$ cat src/rtl/dumbrv_memseq_if.sv
// Bundle between the load/store unit, the byte sequencer and the byte-wide SPI memory port.
// master = core + SPI side (drives requests and byte completions); slave = the sequencer.
interface dumbrv_memseq_if;
  // core request / response
  logic        req_valid;
  logic        req_ready;
  logic        req_wr;
  logic [1:0]  req_size;
  logic        req_signed;
  logic [15:0] req_addr;
  logic [31:0] req_wdata;
  logic        resp_valid;
  logic [31:0] resp_rdata;

  // byte requests toward the SPI memory port
  logic        mem_valid;
  logic        mem_wr;
  logic [15:0] mem_addr;
  logic [7:0]  mem_wdata;
  logic        mem_done;
  logic [7:0]  mem_rdata;

  modport slave (
    input  req_valid,
    output req_ready,
    input  req_wr,
    input  req_size,
    input  req_signed,
    input  req_addr,
    input  req_wdata,
    output resp_valid,
    output resp_rdata,
    output mem_valid,
    output mem_wr,
    output mem_addr,
    output mem_wdata,
    input  mem_done,
    input  mem_rdata
  );

  modport master (
    output req_valid,
    input  req_ready,
    output req_wr,
    output req_size,
    output req_signed,
    output req_addr,
    output req_wdata,
    input  resp_valid,
    input  resp_rdata,
    input  mem_valid,
    input  mem_wr,
    input  mem_addr,
    input  mem_wdata,
    output mem_done,
    output mem_rdata
  );
endinterface

$ cat src/rtl/dumbrv_memseq.sv
// Splits byte/half/word core accesses into ascending byte transactions for the SPI port,
// assembling load bytes little-endian and extending them into one 32-bit response.
module dumbrv_memseq #(
  parameter int GAP_CYCLES = 1
) (
  input  logic             clk,
  input  logic             rst_n,
  dumbrv_memseq_if.slave   bus
);

  localparam int GAP_W = (GAP_CYCLES > 1) ? $clog2(GAP_CYCLES) : 1;
  localparam logic [GAP_W-1:0] GAP_LAST = GAP_W'(GAP_CYCLES - 1);

  typedef enum logic [1:0] {
    ST_IDLE,
    ST_REQ,
    ST_GAP,
    ST_RESP
  } state_e;

  state_e state_q, state_d;

  // latched request
  logic        wr_q, wr_d;
  logic [1:0]  size_q, size_d;
  logic        signed_q, signed_d;
  logic [15:0] addr_q, addr_d;
  logic [31:0] wdata_q, wdata_d;

  // byte sequencing
  logic [1:0]       idx_q, idx_d;
  logic [1:0]       last_q, last_d;
  logic [GAP_W-1:0] gap_cnt_q, gap_cnt_d;
  logic [31:0]      asm_q, asm_d;

  // registered outputs
  logic        mem_valid_q, mem_valid_d;
  logic        mem_wr_q, mem_wr_d;
  logic [15:0] mem_addr_q, mem_addr_d;
  logic [7:0]  mem_wdata_q, mem_wdata_d;
  logic        resp_valid_q, resp_valid_d;
  logic [31:0] resp_rdata_q, resp_rdata_d;

  logic [7:0]  wbyte [4];
  logic [31:0] asm_cap;

  // Byte lanes: store-data slices and the assembly register with the current read byte merged in.
  for (genvar gi = 0; gi < 4; gi++) begin : g_lane
    assign wbyte[gi]          = wdata_q[8*gi +: 8];
    assign asm_cap[8*gi +: 8] = (idx_q == 2'(gi)) ? bus.mem_rdata : asm_q[8*gi +: 8];
  end

  function automatic logic [31:0] extend_load(input logic [31:0] v,
                                              input logic [1:0]  sz,
                                              input logic        sgn);
    logic [31:0] r;
    r = v;
    case (sz)
      2'd0:    r = {{24{sgn & v[7]}},  v[7:0]};
      2'd1:    r = {{16{sgn & v[15]}}, v[15:0]};
      default: r = v;
    endcase
    return r;
  endfunction

  always_comb begin
    state_d      = state_q;
    wr_d         = wr_q;
    size_d       = size_q;
    signed_d     = signed_q;
    addr_d       = addr_q;
    wdata_d      = wdata_q;
    idx_d        = idx_q;
    last_d       = last_q;
    gap_cnt_d    = gap_cnt_q;
    asm_d        = asm_q;
    mem_valid_d  = mem_valid_q;
    mem_wr_d     = mem_wr_q;
    mem_addr_d   = mem_addr_q;
    mem_wdata_d  = mem_wdata_q;
    resp_valid_d = 1'b0;
    resp_rdata_d = resp_rdata_q;

    case (state_q)
      ST_IDLE: begin
        if (bus.req_valid) begin
          wr_d      = bus.req_wr;
          size_d    = bus.req_size;
          signed_d  = bus.req_signed;
          addr_d    = bus.req_addr;
          wdata_d   = bus.req_wdata;
          idx_d     = 2'd0;
          gap_cnt_d = '0;
          asm_d     = 32'd0;
          case (bus.req_size)
            2'd0:    last_d = 2'd0;
            2'd1:    last_d = 2'd1;
            default: last_d = 2'd3;
          endcase
          // First byte is presented straight from the request inputs.
          mem_valid_d = 1'b1;
          mem_wr_d    = bus.req_wr;
          mem_addr_d  = bus.req_addr;
          mem_wdata_d = bus.req_wdata[7:0];
          state_d     = ST_REQ;
        end
      end

      ST_REQ: begin
        if (bus.mem_done) begin
          if (!wr_q) begin
            asm_d = asm_cap;
          end
          mem_valid_d = 1'b0;
          if (idx_q == last_q) begin
            resp_valid_d = 1'b1;
            resp_rdata_d = wr_q ? 32'd0 : extend_load(asm_cap, size_q, signed_q);
            state_d      = ST_RESP;
          end else begin
            idx_d     = idx_q + 2'd1;
            gap_cnt_d = '0;
            state_d   = ST_GAP;
          end
        end
      end

      ST_GAP: begin
        if (gap_cnt_q == GAP_LAST) begin
          // idx already points at the next byte; address wraps naturally at 16 bits.
          mem_valid_d = 1'b1;
          mem_addr_d  = addr_q + {14'd0, idx_q};
          mem_wdata_d = wbyte[idx_q];
          state_d     = ST_REQ;
        end else begin
          gap_cnt_d = gap_cnt_q + GAP_W'(1);
        end
      end

      ST_RESP: begin
        state_d = ST_IDLE;
      end

      default: begin
        state_d     = ST_IDLE;
        mem_valid_d = 1'b0;
      end
    endcase
  end

  always_ff @(posedge clk) begin
    if (!rst_n) begin
      state_q      <= ST_IDLE;
      wr_q         <= 1'b0;
      size_q       <= 2'd0;
      signed_q     <= 1'b0;
      addr_q       <= 16'd0;
      wdata_q      <= 32'd0;
      idx_q        <= 2'd0;
      last_q       <= 2'd0;
      gap_cnt_q    <= '0;
      asm_q        <= 32'd0;
      mem_valid_q  <= 1'b0;
      mem_wr_q     <= 1'b0;
      mem_addr_q   <= 16'd0;
      mem_wdata_q  <= 8'd0;
      resp_valid_q <= 1'b0;
      resp_rdata_q <= 32'd0;
    end else begin
      state_q      <= state_d;
      wr_q         <= wr_d;
      size_q       <= size_d;
      signed_q     <= signed_d;
      addr_q       <= addr_d;
      wdata_q      <= wdata_d;
      idx_q        <= idx_d;
      last_q       <= last_d;
      gap_cnt_q    <= gap_cnt_d;
      asm_q        <= asm_d;
      mem_valid_q  <= mem_valid_d;
      mem_wr_q     <= mem_wr_d;
      mem_addr_q   <= mem_addr_d;
      mem_wdata_q  <= mem_wdata_d;
      resp_valid_q <= resp_valid_d;
      resp_rdata_q <= resp_rdata_d;
    end
  end

  assign bus.req_ready  = (state_q == ST_IDLE);
  assign bus.mem_valid  = mem_valid_q;
  assign bus.mem_wr     = mem_wr_q;
  assign bus.mem_addr   = mem_addr_q;
  assign bus.mem_wdata  = mem_wdata_q;
  assign bus.resp_valid = resp_valid_q;
  assign bus.resp_rdata = resp_rdata_q;

endmodule
$ cat src/flat_wrapper.sv
// flat-port wrapper written by rule: the top's interface ports become plain ports
module dumbrv_memseq_flat 
#(
  parameter int GAP_CYCLES = 1
)
  (clk, rst_n, bus_req_valid, bus_req_ready, bus_req_wr, bus_req_size, bus_req_signed, bus_req_addr, bus_req_wdata, bus_resp_valid, bus_resp_rdata, bus_mem_valid, bus_mem_wr, bus_mem_addr, bus_mem_wdata, bus_mem_done, bus_mem_rdata);
  dumbrv_memseq_if bus_i ();
  input  logic clk;
  input  logic rst_n;
  input wire logic [$bits(bus_i.req_valid)-1:0] bus_req_valid;
  output wire logic [$bits(bus_i.req_ready)-1:0] bus_req_ready;
  input wire logic [$bits(bus_i.req_wr)-1:0] bus_req_wr;
  input wire logic [$bits(bus_i.req_size)-1:0] bus_req_size;
  input wire logic [$bits(bus_i.req_signed)-1:0] bus_req_signed;
  input wire logic [$bits(bus_i.req_addr)-1:0] bus_req_addr;
  input wire logic [$bits(bus_i.req_wdata)-1:0] bus_req_wdata;
  output wire logic [$bits(bus_i.resp_valid)-1:0] bus_resp_valid;
  output wire logic [$bits(bus_i.resp_rdata)-1:0] bus_resp_rdata;
  output wire logic [$bits(bus_i.mem_valid)-1:0] bus_mem_valid;
  output wire logic [$bits(bus_i.mem_wr)-1:0] bus_mem_wr;
  output wire logic [$bits(bus_i.mem_addr)-1:0] bus_mem_addr;
  output wire logic [$bits(bus_i.mem_wdata)-1:0] bus_mem_wdata;
  input wire logic [$bits(bus_i.mem_done)-1:0] bus_mem_done;
  input wire logic [$bits(bus_i.mem_rdata)-1:0] bus_mem_rdata;
  assign bus_i.req_valid = bus_req_valid;
  assign bus_req_ready = bus_i.req_ready;
  assign bus_i.req_wr = bus_req_wr;
  assign bus_i.req_size = bus_req_size;
  assign bus_i.req_signed = bus_req_signed;
  assign bus_i.req_addr = bus_req_addr;
  assign bus_i.req_wdata = bus_req_wdata;
  assign bus_resp_valid = bus_i.resp_valid;
  assign bus_resp_rdata = bus_i.resp_rdata;
  assign bus_mem_valid = bus_i.mem_valid;
  assign bus_mem_wr = bus_i.mem_wr;
  assign bus_mem_addr = bus_i.mem_addr;
  assign bus_mem_wdata = bus_i.mem_wdata;
  assign bus_i.mem_done = bus_mem_done;
  assign bus_i.mem_rdata = bus_mem_rdata;
  dumbrv_memseq #(.GAP_CYCLES(GAP_CYCLES)) u_core (.clk(clk), .rst_n(rst_n), .bus(bus_i));
endmodule
$ cat config.mk
export PLATFORM = sky130hd
export DESIGN_NAME = dumbrv_memseq_flat
export DESIGN_NICKNAME = d
export VERILOG_FILES = /design/src/rtl/dumbrv_memseq_if.sv /design/src/rtl/dumbrv_memseq.sv /design/src/flat_wrapper.sv
export SDC_FILE = /design/constraint.sdc
export NUM_CORES = 1
export LEC_CHECK = 0
export CORE_MARGIN = 4
export CORE_UTILIZATION = 52
export CTS_CLUSTER_DIAMETER = 40
export DETAILED_ROUTE_END_ITERATION = 16
export PLACE_DENSITY = 0.85
export SLEW_MARGIN = 0
export SYNTH_ARGS = -nofsm -noshare
export SYNTH_HDL_FRONTEND = slang
export SYNTH_SLANG_ARGS = --single-unit
$ cat constraint.sdc
create_clock -name clk -period 2.45 [get_ports clk]
set_input_delay 0.245 -clock clk [delete_from_list [all_inputs] [get_ports clk]]
set_output_delay 0.245 -clock clk [all_outputs]
set_load 0.02 [all_outputs]
==> flow_summary_export.csv, run 1 <==
group,metric,value,unit
die,dieHeight,121,um
setup_path,ff2ff_path_depth,5,
yosys,yosysMostFrequentCell,"nand2_1",
yosys,synth.distinct_cells,54,
sta,hold_viol,0,
setup_path,start_kind,"flip-flop",
worst_hold_path,holdCritPathClass,"in2reg",
cts,cts.htree.levels,4,
drt,drc,0,
cells_and_area,nets,965,
cells_and_area,fin_area,8690,sq um
setup_path,path_cells,"buf_4, xor2_1, nor3_2, nor2_1, a22o_1",
pwr,power_leakage,3.17,nW
die,dieArea,14700,sq um
sta,fin_tns_setup,0,ps
yosys,synth_top_area_cell,"dfxtp_1",
yosys,postSynthCellCount,793,
setup_path,worstSetupPathType,"reg2reg",
cells_and_area,fillers,986,
drt,viasPerCell,5.73,
drt,ant_nets,0,
cts,clock_latency,420,ps
cells_and_area,drive_gt1_frac,0.0728,
yosys,synth-seq-area-share,0.444,
place,hpwlAfterDp,12.0,mm
global_routing,antenna_found_initial,0,
setup_path,crit_arrival,2530,ps
setup_path,cpPeakStageDelay,820,ps
cells_and_area,syn_to_final_growth,30.2,%
sta,rsz0062_at_grt,"false",
yosys,async_flop_share,0,
global_routing,grt_pass1_wl,29.9,mm
setup_path,startpoint,"u_core.idx_q[1]",
drt,num_vias,6182,
sta,finalSetupViolCount,0,
setup_path,critPathSlowestCell,"nor2_1",
cts,cts_hold_buf,0,
setup_path,crit_fanout,16,
drt,drt_iter0_markers,539,
yosys,syn_nets,864,
yosys,ys_warn_count,0,
yosys,synthesis.area,6670,sq um
sta,fin_crit,2170,ps
yosys,ys_ff_latch,148,
yosys,syn_area_per_cell,8.41,sq um
setup_path,rr_startpoint,"u_core.idx_q[1]",
drt,wire_per_inst,17.0,um
setup_path,r2r_end,"u_core.bus.resp_rdata[24]",
setup_path,end_kind,"flip-flop",
global_routing,grt_overflow,0,
die,ioPinCount,124,
place,placed_cell_area,8060,sq um
cts,cts_tree,"built",
die,fp.dieW,121,um
sta,drv_slew,0,
cts,cts.clk_slew.worst_paths,60,ps
cts,cts_root_buffer,"clkbuf_16",
sta,slew_headroom,0.276,
setup_path,endpoint,"u_core.bus.resp_rdata[24]",
pwr,power_density,716,nW/um^2
yosys,ys.flop_type,"dfxtp_1",
yosys,synth.area.top_cells,"dfxtp_1, nand2_1, a21oi_1, mux2i_1, or3_1",
global_routing,grt_max_degree,62,
cts,numCtsBuffers,17,
yosys,synth_top_area_frac,0.444,
setup_path,r2r_setup_slack,280,ps
place,port-buffer-count,123,
yosys,synth-edff-count,0,
place,gp_congestion,0.874,
global_routing,first_global_vias,6159,
cells_and_area,antenna_cells,0,
global_routing,grt_util_all_layers,0.253,
pwr,vdd_ir_drop_max,0.538,mV
die,initial_utilization,0.531,
sta,fin_crit_sh,0.885,
die,num_rows,41,
die,core-area,12600,sq um
cells_and_area,post-route-util,0.691,
setup_path,critical_path_required,2810,ps
yosys,synthTopCellsByCount,"nand2_1, dfxtp_1, a21oi_1",
pwr,power.total,0.00622,W
cts,clock_sinks,148,
drt,drtPass1Iterations,5,
job,cap_violations,0,
sta,worstMarginPinSlew,1080,ps
sta,finalClockSkew,6.08,ps
sta,fmax,0.461,GHz
drt,wl,18.3,mm
cts,clockBufferDepth,2,
run_status,run_status,"finished clean",
-- routing by layer --
layer  vias to the layer above  global-route usage  share of wire
met4                         0               0.104          0.024
met5                         -                   0              0
met3                        36              0.0555          0.066
met1                      2880               0.315           0.42
met2                       258               0.424           0.49
li1                       3008                   -              -
-- worst max-delay path, delay by kind of cell, from the launching register on --
family | cells | cell delay (ps)
and+or+nand+nor | 2 | 920
buffers and inverters | 1 | 220
xor gates and xnor gates | 1 | 360
DFF | 1 | 330
AOI/OAI and AO/OA | 1 | 280
-- cell usage in the layout, fill, tap and decap left out, types with 8 or more instances in the layout --
cell | synthesis | final
nand2_1 | 174 | 174
dfxtp_1 | 148 | 148
clkdlybuf4s50_1 | 0 | 123
a21oi_1 | 105 | 105
nor2_1 | 37 | 37
or3_1 | 36 | 36
mux2i_1 | 31 | 31
buf_4 | 1 | 24
nand3_1 | 20 | 20
clkbuf_16 | 0 | 17
o221ai_1 | 16 | 16
a22o_1 | 16 | 16
o21ai_0 | 14 | 14
o22a_1 | 14 | 14
nand4_1 | 13 | 13
o22ai_1 | 11 | 11
mux4_1 | 8 | 8
-- power breakdown --
group          internal, W  switching [W]  leakage [nW]
Sequential         0.00253      0.0000944          1.21
Combinational     0.000373       0.000468          1.67
Clock              0.00174        0.00102         0.295
Total              0.00464        0.00159          3.17
-- state kept, by name, indices dropped and copies added, names as in the netlist, 2 cells and up --
| signal | cells |
|---|---|
| u_core.asm_q | 32 |
| u_core.size_q | 2 |
| u_core.bus.mem_addr | 16 |
| u_core.last_q | 2 |
| u_core.state_q | 2 |
| u_core.bus.mem_wdata | 8 |
| u_core.wdata_q | 32 |
| u_core.idx_q | 2 |
| u_core.bus.resp_rdata | 32 |
| u_core.addr_q | 16 |
-- how the worst min path moves through the flow --
stage | slack [ps] | startpoint | cells past startpoint | endpoint
2_1_floorplan | 380 | bus_req_wdata[0] | 2 | u_core.wdata_q[0]
5_1_grt | 370 | bus_req_wdata[11] | 3 | u_core.wdata_q[11]
4_1_cts | 350 | bus_req_wdata[18] | 3 | u_core.wdata_q[18]
3_5_place_dp | 440 | u_core.bus.resp_rdata[5] | 2 | u_core.bus.resp_rdata[5]
3_3_place_gp | 440 | u_core.bus.resp_rdata[2] | 2 | u_core.bus.resp_rdata[2]
6_report | 370 | bus_req_wdata[13] | 3 | u_core.wdata_q[13]
-- area by class of cell --
type,instances,area [sq um],share of cell area
clock buffer,21,450,0.0518
clock inverter,11,174,0.0200
inverter,9,33.8,0.00389
multi-input combinational,569,3400,0.392
sequential,148,2960,0.341
tap,172,215,0.0248
timing repair buffer,149,1450,0.167
-- through the flow --
stage / instances / setup slack, ps / hold slack [ps]
after floorplan: 793 / 254 / 381
after global placement: 1047 / 320 / 437
after detailed placement: 1047 / 243 / 442
after CTS: 1079 / 178 / 354
after global routing: 1079 / 76.8 / 372
final: 1079 / 283 / 367
-- cells by family after synthesis --
group,Yosys count,synth area share
and+or+nand+nor,316,0.216
xor gates and xnor gates,10,0.0143
muxes,40,0.0797
buffers and inverters,76,0.0474
adders and majority gates,7,0.0143
DFF,148,0.444
AOI/OAI and AO/OA,196,0.184
-- repair_timing --
action	CTS	global route
endpoints found under the setup margin	0	16
setup buffers	0	0
resized for setup	0	1
endpoints found under the hold margin	0	0
(Power assumes the default switching activity.)
==> inputs of run 2 (changes only) <==
Settings changed: ABC_AREA set to 1.
==> flow_summary_export.csv, run 2 <==
group,metric,value,unit
run_status,run_status,"finished clean",
drt,drtPass1Iterations,5,
worst_hold_path,holdCritPathClass,"in2reg",
setup_path,rr_startpoint,"u_core.idx_q[0]",
sta,slew_headroom,0.634,
sta,worstMarginPinSlew,548,ps
global_routing,grt_overflow,0,
sta,fin_tns_setup,0,ps
yosys,syn_nets,1006,
sta,fin_crit,2080,ps
drt,num_vias,6413,
drt,viasPerCell,5.26,
place,placed_cell_area,7920,sq um
sta,setup_ws,375,ps
yosys,synth.distinct_cells,32,
cts,cts_root_buffer,"clkbuf_16",
cts,numCtsBuffers,17,
cells_and_area,final_common_cell,"nand2_1",
yosys,syn_area_per_cell,7.05,sq um
cells_and_area,syn_to_final_growth,29.3,%
setup_path,crit_fanout,4,
drt,drt_iter0_markers,598,
yosys,synth-edff-count,0,
setup_path,ff2ff_path_depth,11,
place,port-buffer-count,123,
cells_and_area,antenna_cells,0,
global_routing,grt_pass1_wl,28.2,mm
cells_and_area,fin_area,8530,sq um
die,ioPinCount,124,
yosys,async_flop_share,0,
setup_path,path_cells,"ha_1, inv_1, fa_1, inv_1, nand2_1, nor2_1, nand2_1, or2_2, nand3_1, nand2_1, a21oi_1",
die,initial_utilization,0.540,
cts,clock_latency,420,ps
yosys,synth_top_area_frac,0.449,
yosys,synthTopCellsByCount,"nand2_1, dfxtp_1, a21oi_1",
sta,drv_slew,0,
setup_path,critPathBufInv,2,
setup_path,r2r_end,"u_core.bus.mem_addr[10]",
cells_and_area,finalNonFillerCells,1219,
sta,fin_crit_sh,0.847,
global_routing,antenna_found_initial,0,
setup_path,critPathTopFamily,"simple AND/OR/NAND/NOR gates",
sta,finalClockSkew,8.36,ps
die,core-area,12200,sq um
place,dpl_worst_slack,451,ps
pwr,vdd_ir_drop_max,0.490,mV
cells_and_area,layout_common_cells,"nand2_1, dfxtp_1, clkdlybuf4s50_1",
sta,fmax,0.482,GHz
drt,wire_per_inst,14.0,um
setup_path,critPathSlowestCell,"fa_1",
sta,finalSetupViolCount,0,
drt,wl,17.1,mm
global_routing,first_global_vias,5958,
setup_path,r2r_setup_slack,370,ps
cts,cts_tree,"built",
cts,cts_hold_buf,0,
die,dieArea,14500,sq um
worst_hold_path,whs_path_depth,3,
cells_and_area,nets,1111,
cts,cts_resized,0,
job,cap_violations,0,
cells_and_area,drive_gt1_frac,0.0837,
cts,clockBufferDepth,2,
die,dieHeight,121,um
worst_hold_path,min_to,"u_core.addr_q[8]",
yosys,synth-seq-area-share,0.449,
global_routing,grt_util_all_layers,0.237,
setup_path,end_kind,"flip-flop",
cts,cts_setup_buffers,0,
yosys,synth_top_area_cell,"dfxtp_1",
cts,cts.clk_slew.worst_paths,60,ps
setup_path,crit_arrival,2400,ps
sta,rsz0062_at_grt,"false",
place,place_inst,1189,
global_routing,grt_max_degree,57,
setup_path,start_kind,"flip-flop",
yosys,ys.flop_type,"dfxtp_1",
yosys,ys_warn_count,0,
worst_hold_path,hold_start,"bus_req_addr[8]",
setup_path,critical_path_required,2780,ps
setup_path,cpPeakStageDelay,410,ps
yosys,ys_ff_latch,148,
setup_path,startpoint,"u_core.idx_q[0]",
place,gp_congestion,0.907,
yosys,synth.area.top_cells,"dfxtp_1, nand2_1, a21oi_1, o21ai_0, nand3_1",
yosys,synthesis.area,6590,sq um
pwr,power_density,747,nW/um^2
pwr,power_leakage,3.12,nW
place,hpwlAfterDp,11.3,mm
cts,cts.htree.levels,4,
yosys,postSynthCellCount,935,
die,fp.dieW,121,um
sta,hold_viol,0,
setup_path,crit_path_frequent_cell,"nand2_1",
drt,ant_nets,0,
yosys,yosysMostFrequentCell,"nand2_1",
setup_path,worstSetupPathType,"reg2reg",
drt,drc,0,
cts,clock_sinks,148,
die,num_rows,40,
run 2: cell count changes in the layout (fill, tap and decap cells not counted), moves of 11 or more:
cell / delta
o21ai_0: +50
o22a_1: -14
o221ai_1: -16
or2_2: +18
nand2_1: +136
o22ai_1: -11
a22o_1: -16
mux2i_1: -29
or3_1: -36
nand3_1: +39
inv_1: +40
nor2_1: +30
run 2: worst max-delay path by stage:
| stage | endpoint | slack (ps) | cells past startpoint |
|---|---|---|---|
| floorplan | u_core.bus.mem_addr[10] | 180 | 11 |
| CTS | u_core.bus.mem_addr[10] | 410 | 11 |
| finish | u_core.bus.mem_addr[10] | 370 | 11 |
| global route | u_core.bus.resp_rdata[16] | 180 | 8 |
| detailed placement | u_core.bus.mem_addr[10] | 450 | 11 |
| global placement | u_core.bus.mem_addr[10] | 510 | 11 |
run 2: layout make-up:
type | count | area [sq um]
fill | 1049 | 3690
multi-input combinational | 679 | 3160
sequential | 148 | 2960
timing repair buffer | 141 | 1380
clock buffer | 22 | 484
tap | 168 | 210
inverter | 53 | 200
clock inverter | 8 | 125
run 2: layer usage:
metal	global-route usage	part of all wire	vias to the layer above	wire [um]
li1	-	-	3225	-
met1	0.314	0.43	2893	7400
met2	0.385	0.47	258	7980
met3	0.0524	0.077	37	1320
met4	0.0793	0.021	0	359
met5	0	0	-	0
run 2: through the flow:
step	util	total power (W)	hold slack, ps
floorplan	-	0.00336	356
global placement	0.648	0.00372	449
detailed placement	0.648	0.00374	454
CTS	0.698	0.00639	400
global route	0.698	0.00663	434
finish	0.698	0.00637	406
run 2: logic make-up (layout without fill, tap and decap cells):
group	after synthesis	count (layout)	synth area share
buffers and inverters	108	224	0.0706
XOR/XNOR	6	6	0.00797
AND/OR/NAND/NOR	470	470	0.296
flip-flops	148	148	0.449
multiplexers	9	9	0.0150
AO/OA/AOI/OAI	187	187	0.147
adder cells (fa/ha/maj)	7	7	0.0144
run 2: report_power, final:
part	switching [W]	total, W	internal [W]
Sequential	0.000104	0.00267	0.00256
Clock	0.000970	0.00267	0.00170
Combinational	0.000624	0.00104	0.000417
run 2: worst register-to-register path: stages (launching register included):
cell and delay [ps]:
dfxtp_1 330, ha_1 170, inv_1 60, fa_1 410
inv_1 70, nand2_1 60, nor2_1 260, nand2_1 110
or2_2 290, nand3_1 70, nand2_1 50, a21oi_1 120
==> inputs of run 3 (changes only) <==
Settings changed: CORE_UTILIZATION 52 to 47, PLACE_DENSITY 0.85 to 0.81.
Clock period 2.45 ns to 1.7 ns, I/O delays scaled along.
==> flow_summary_export.csv, run 3 (synthesis gave the netlist of run 2 again) <==
group,metric,value,unit
run_status,run_status,"complete, but fails checks",
run_status,violations,"negative setup slack",
die,dieArea,16000,sq um
pwr,vdd_ir_drop_max,0.685,mV
die,ioPinCount,124,
setup_path,crit_arrival,2190,ps
cts,cts_root_buffer,"clkbuf_16",
drt,wl,18.5,mm
sta,fin_tns_setup,-3140,ps
cells_and_area,syn_to_final_growth,40.7,%
setup_path,crit_fanout,20,
pwr,power_density,1040,nW/um^2
job,cap_violations,0,
cts,clockBufferDepth,2,
cts,cts_tree,"built",
cts,clock_latency,420,ps
sta,fin_crit,1840,ps
cells_and_area,final_common_cell,"nand2_1",
setup_path,worstSetupPathType,"reg2reg",
sta,fin_crit_sh,1.08,
global_routing,antenna_found_initial,0,
pwr,power_leakage,3.46,nW
global_routing,grt_overflow,0,
setup_path,critPathTopFamily,"simple AND/OR/NAND/NOR gates",
drt,drtPass1Iterations,5,
die,num_rows,43,
setup_path,critPathBufInv,4,
sta,whs,331,ps
cts,clock_sinks,148,
global_routing,first_global_vias,6162,
setup_path,start_kind,"flip-flop",
sta,fmax,0.544,GHz
sta,setup_ws,-137,ps
drt,drc,0,
sta,drv_slew,0,
global_routing,grt_pass1_wl,29.1,mm
cts,cts.clk_slew.worst_paths,60,ps
cells_and_area,drive_gt1_frac,0.155,
drt,drt_iter0_markers,715,
setup_path,critPathSlowestCell,"dfxtp_4",
pwr,power.total,0.00967,W
drt,viasPerCell,5.27,
drt,wire_per_inst,14.6,um
sta,rsz0062_at_grt,"true",
cts,cts.htree.levels,4,
global_routing,grt_util_all_layers,0.221,
sta,finalClockSkew,6.03,ps
cells_and_area,antenna_cells,0,
setup_path,end_kind,"flip-flop",
cells_and_area,fillers,1089,
setup_path,rr_startpoint,"u_core.idx_q[0]",
sta,slew_headroom,0.584,
die,core-area,13800,sq um
place,port-buffer-count,123,
sta,worstMarginPinSlew,623,ps
global_routing,grt_max_degree,59,
die,fp.dieW,126,um
cells_and_area,post-route-util,0.671,
die,initial_utilization,0.477,
cells_and_area,layout_common_cells,"nand2_1, dfxtp_1, clkdlybuf4s50_1",
worst_hold_path,holdCritPathClass,"in2reg",
setup_path,startpoint,"u_core.idx_q[0]",
cells_and_area,nets,1149,
worst_hold_path,hold_start,"bus_req_addr[13]",
setup_path,critical_path_required,2050,ps
drt,ant_nets,0,
die,dieHeight,126,um
sta,finalSetupViolCount,40,
cts,numCtsBuffers,17,
setup_path,path_cells,"buf_8, inv_6, buf_4, nand2_1, nand2_2, nand4_4, nor2_4, clkbuf_16, nand3_1, a21oi_1",
setup_path,cpPeakStageDelay,360,ps
sta,hold_viol,0,
place,hpwlAfterDp,11.8,mm
drt,num_vias,6700,
place,gp_congestion,0.868,
-- run 3: layout make-up --
cell class / instances / area [sq um] / share of cell area
sequential: 148 / 2970 / 0.320
clock inverter: 13 / 206 / 0.0223
inverter: 53 / 218 / 0.0235
tap: 180 / 225 / 0.0243
clock buffer: 19 / 443 / 0.0478
timing repair buffer: 178 / 1810 / 0.195
multi-input combinational: 680 / 3400 / 0.367
-- run 3: worst min-delay path, stage by stage --
cell             delay, ps
clkdlybuf4s50_1        400
nand2_1                 80
a21oi_1                 50
-- run 3: final timing paths --
path / to / slack [ps] / cells past startpoint
worst min register to register: u_core.bus.resp_rdata[11] / 460 / 2
worst max-delay path: u_core.bus.resp_rdata[30] / -140 / 10
worst max register to register: u_core.bus.resp_rdata[30] / -140 / 10
worst min-delay path: u_core.addr_q[13] / 330 / 3
-- run 3: power breakdown --
group,switching [W],internal [W]
combinational,0.000976,0.000755
clock,0.00145,0.00264
sequential,0.000163,0.00369
-- run 3: layer usage --
layer,track usage,share of wire,vias to the layer above,routed length [um]
met3,0.0653,0.067,28,1240
met5,0,0,-,0
met4,0.0599,0.016,0,302
li1,-,-,3329,-
met2,0.366,0.49,241,9050
met1,0.281,0.43,3102,7950
-- run 3: repair_timing --
item                                    in CTS  in global routing
pin swaps                                    5                 11
endpoints found under the setup margin      40                 48
gates cloned                                 0                  3
buffers inserted                             1                  6
gates resized for setup                     17                 42
hold buffers                                 0                  0
-- run 3: stage by stage --
step / cells / area (sq um) / setup slack [ps]
2_1_floorplan: 935 / 6700 / -107
3_3_place_gp: 1229 / 8300 / -94.4
3_5_place_dp: 1229 / 8300 / -133
4_1_cts: 1262 / 9000 / -80.1
5_1_grt: 1271 / 9270 / -229
6_report: 1271 / 9270 / -137
==> RTL edit: new RTL, flow settings as in run 2 <==
Re-encode `state_e` (4 states) as one-hot, 4 bits wide.
--- a/src/rtl/dumbrv_memseq.sv
+++ b/src/rtl/dumbrv_memseq.sv
@@ -11,11 +11,11 @@
   localparam int GAP_W = (GAP_CYCLES > 1) ? $clog2(GAP_CYCLES) : 1;
   localparam logic [GAP_W-1:0] GAP_LAST = GAP_W'(GAP_CYCLES - 1);
 
-  typedef enum logic [1:0] {
-    ST_IDLE,
-    ST_REQ,
-    ST_GAP,
-    ST_RESP
+  typedef enum logic [3:0] {
+    ST_IDLE = 4'b0001,
+    ST_REQ  = 4'b0010,
+    ST_GAP  = 4'b0100,
+    ST_RESP = 4'b1000
   } state_e;
 
   state_e state_q, state_d;
Check against the original RTL: no difference found for any inputs over 4 cycles, from zero or initial values and one cycle with rst_n low; so few cycles prove little.
==> RTL edit against run 2 <==
- wire length rose by 9.5%
- largest cell class unchanged
- sequential share of layout area fell by 0.49 points
- sequential cell count rose by 2
- setup slack got worse by 0.069 ns
- synthesized area rose by 3.9%
- total power rose by 17%
- global-route usage rose by 1.7 points
- synthesized cell count fell by 0.86%
- critical path depth fell by 1
- clock skew rose by 0.0020 ns
- clock power rose by 6%
- cell area rose by 2.8%
==> RTL edit: results (changes against run 2) <==
status: "completed"
wirelength_mm: 18.7  # +9.5%
dr_total_vias: 6720  # +4.8%
place.gp.congestion: 0.857  # -5.5%
ys_seq_area_share_pct: 43.8  # -1.1 points
inv_count: 42  # -21%
total_power_w: 0.00746  # +17%
synth_compound_area_share_pct: 20.8  # +6.1 points
clock_area_share_pct: 7.27  # +0.12 points
synth_fa_ha_area_share_pct: 1.39  # -0.054 points
fin_cells: 1208  # -0.90%
skew_ns: 0.0104  # +0.00199 ns
critPathMaxStageDelay_ns: 0.49  # +0.08 ns
synth_mux_area_share_pct: 3.63  # +2.1 points
buffers: 142  # +0.71%
area_growth_pct: 27.9
nMultiInputCombCells: 670  # -1.3%
p_comb_w: 0.00168  # +62%
synth_area_leaders: "dfxtp_1 44%, o21ai_0 11%, nand2_1 7.7%, nor2_1 7.6%, a21oi_1 7.3%"
nClkBuffers: 18  # -18%
cts.sinks: 150  # +1.4%
cp_max_fo: 7  # +3
sh_seq_area_pct: 34.3  # -0.49 points
synth_fp_nets: 998  # -0.80%
met3_usage_pct: 6.13  # +0.89 points
nets: 1094  # -1.5%
met3WireLength_mm: 1.55  # +17%
first_global_vias: 6444  # +8.2%
arrival_ns: 2.51  # +0.11 ns
met2_length_mm: 8.98  # +13%
p_sw_share_pct: 30.7  # +4.0 points
yosys-top-cells-count: "150 x dfxtp_1, 150 x o21ai_0, 141 x nand2_1"
synth_cell_types: 38  # +19%
power.leakage_nw: 3.26  # +4.5%
worst_pin_slew_ns: 1.02  # +0.474 ns
## RTL edit: changes by cell type after synthesis, moves of 10 or more
| cell | delta |
|---|---|
| nand2_1 | -169 |
| o21ai_0 | +86 |
| nor2_1 | +72 |
| or2_2 | -20 |
| inv_1 | -13 |
| o21ai_1 | +11 |
| a31oi_1 | -10 |
## RTL edit: worst paths after layout
| check | start | end | slack, ns | cells after the start |
|---|---|---|---|---|
| hold / removal | rst_n | u_core.asm_q[23]$_SDFFE_PN0P_ | 0.31 | 3 |
| hold reg to reg | u_core.bus.mem_addr[13]$_SDFFE_PN0P_ | u_core.bus.mem_addr[13]$_SDFFE_PN0P_ | 0.46 | 2 |
| setup / recovery | u_core.idx_q[0]$_SDFFE_PN0P_ | u_core.bus.mem_addr[10]$_SDFFE_PN0P_ | 0.31 | 10 |
| setup reg to reg | u_core.idx_q[0]$_SDFFE_PN0P_ | u_core.bus.mem_addr[10]$_SDFFE_PN0P_ | 0.31 | 10 |
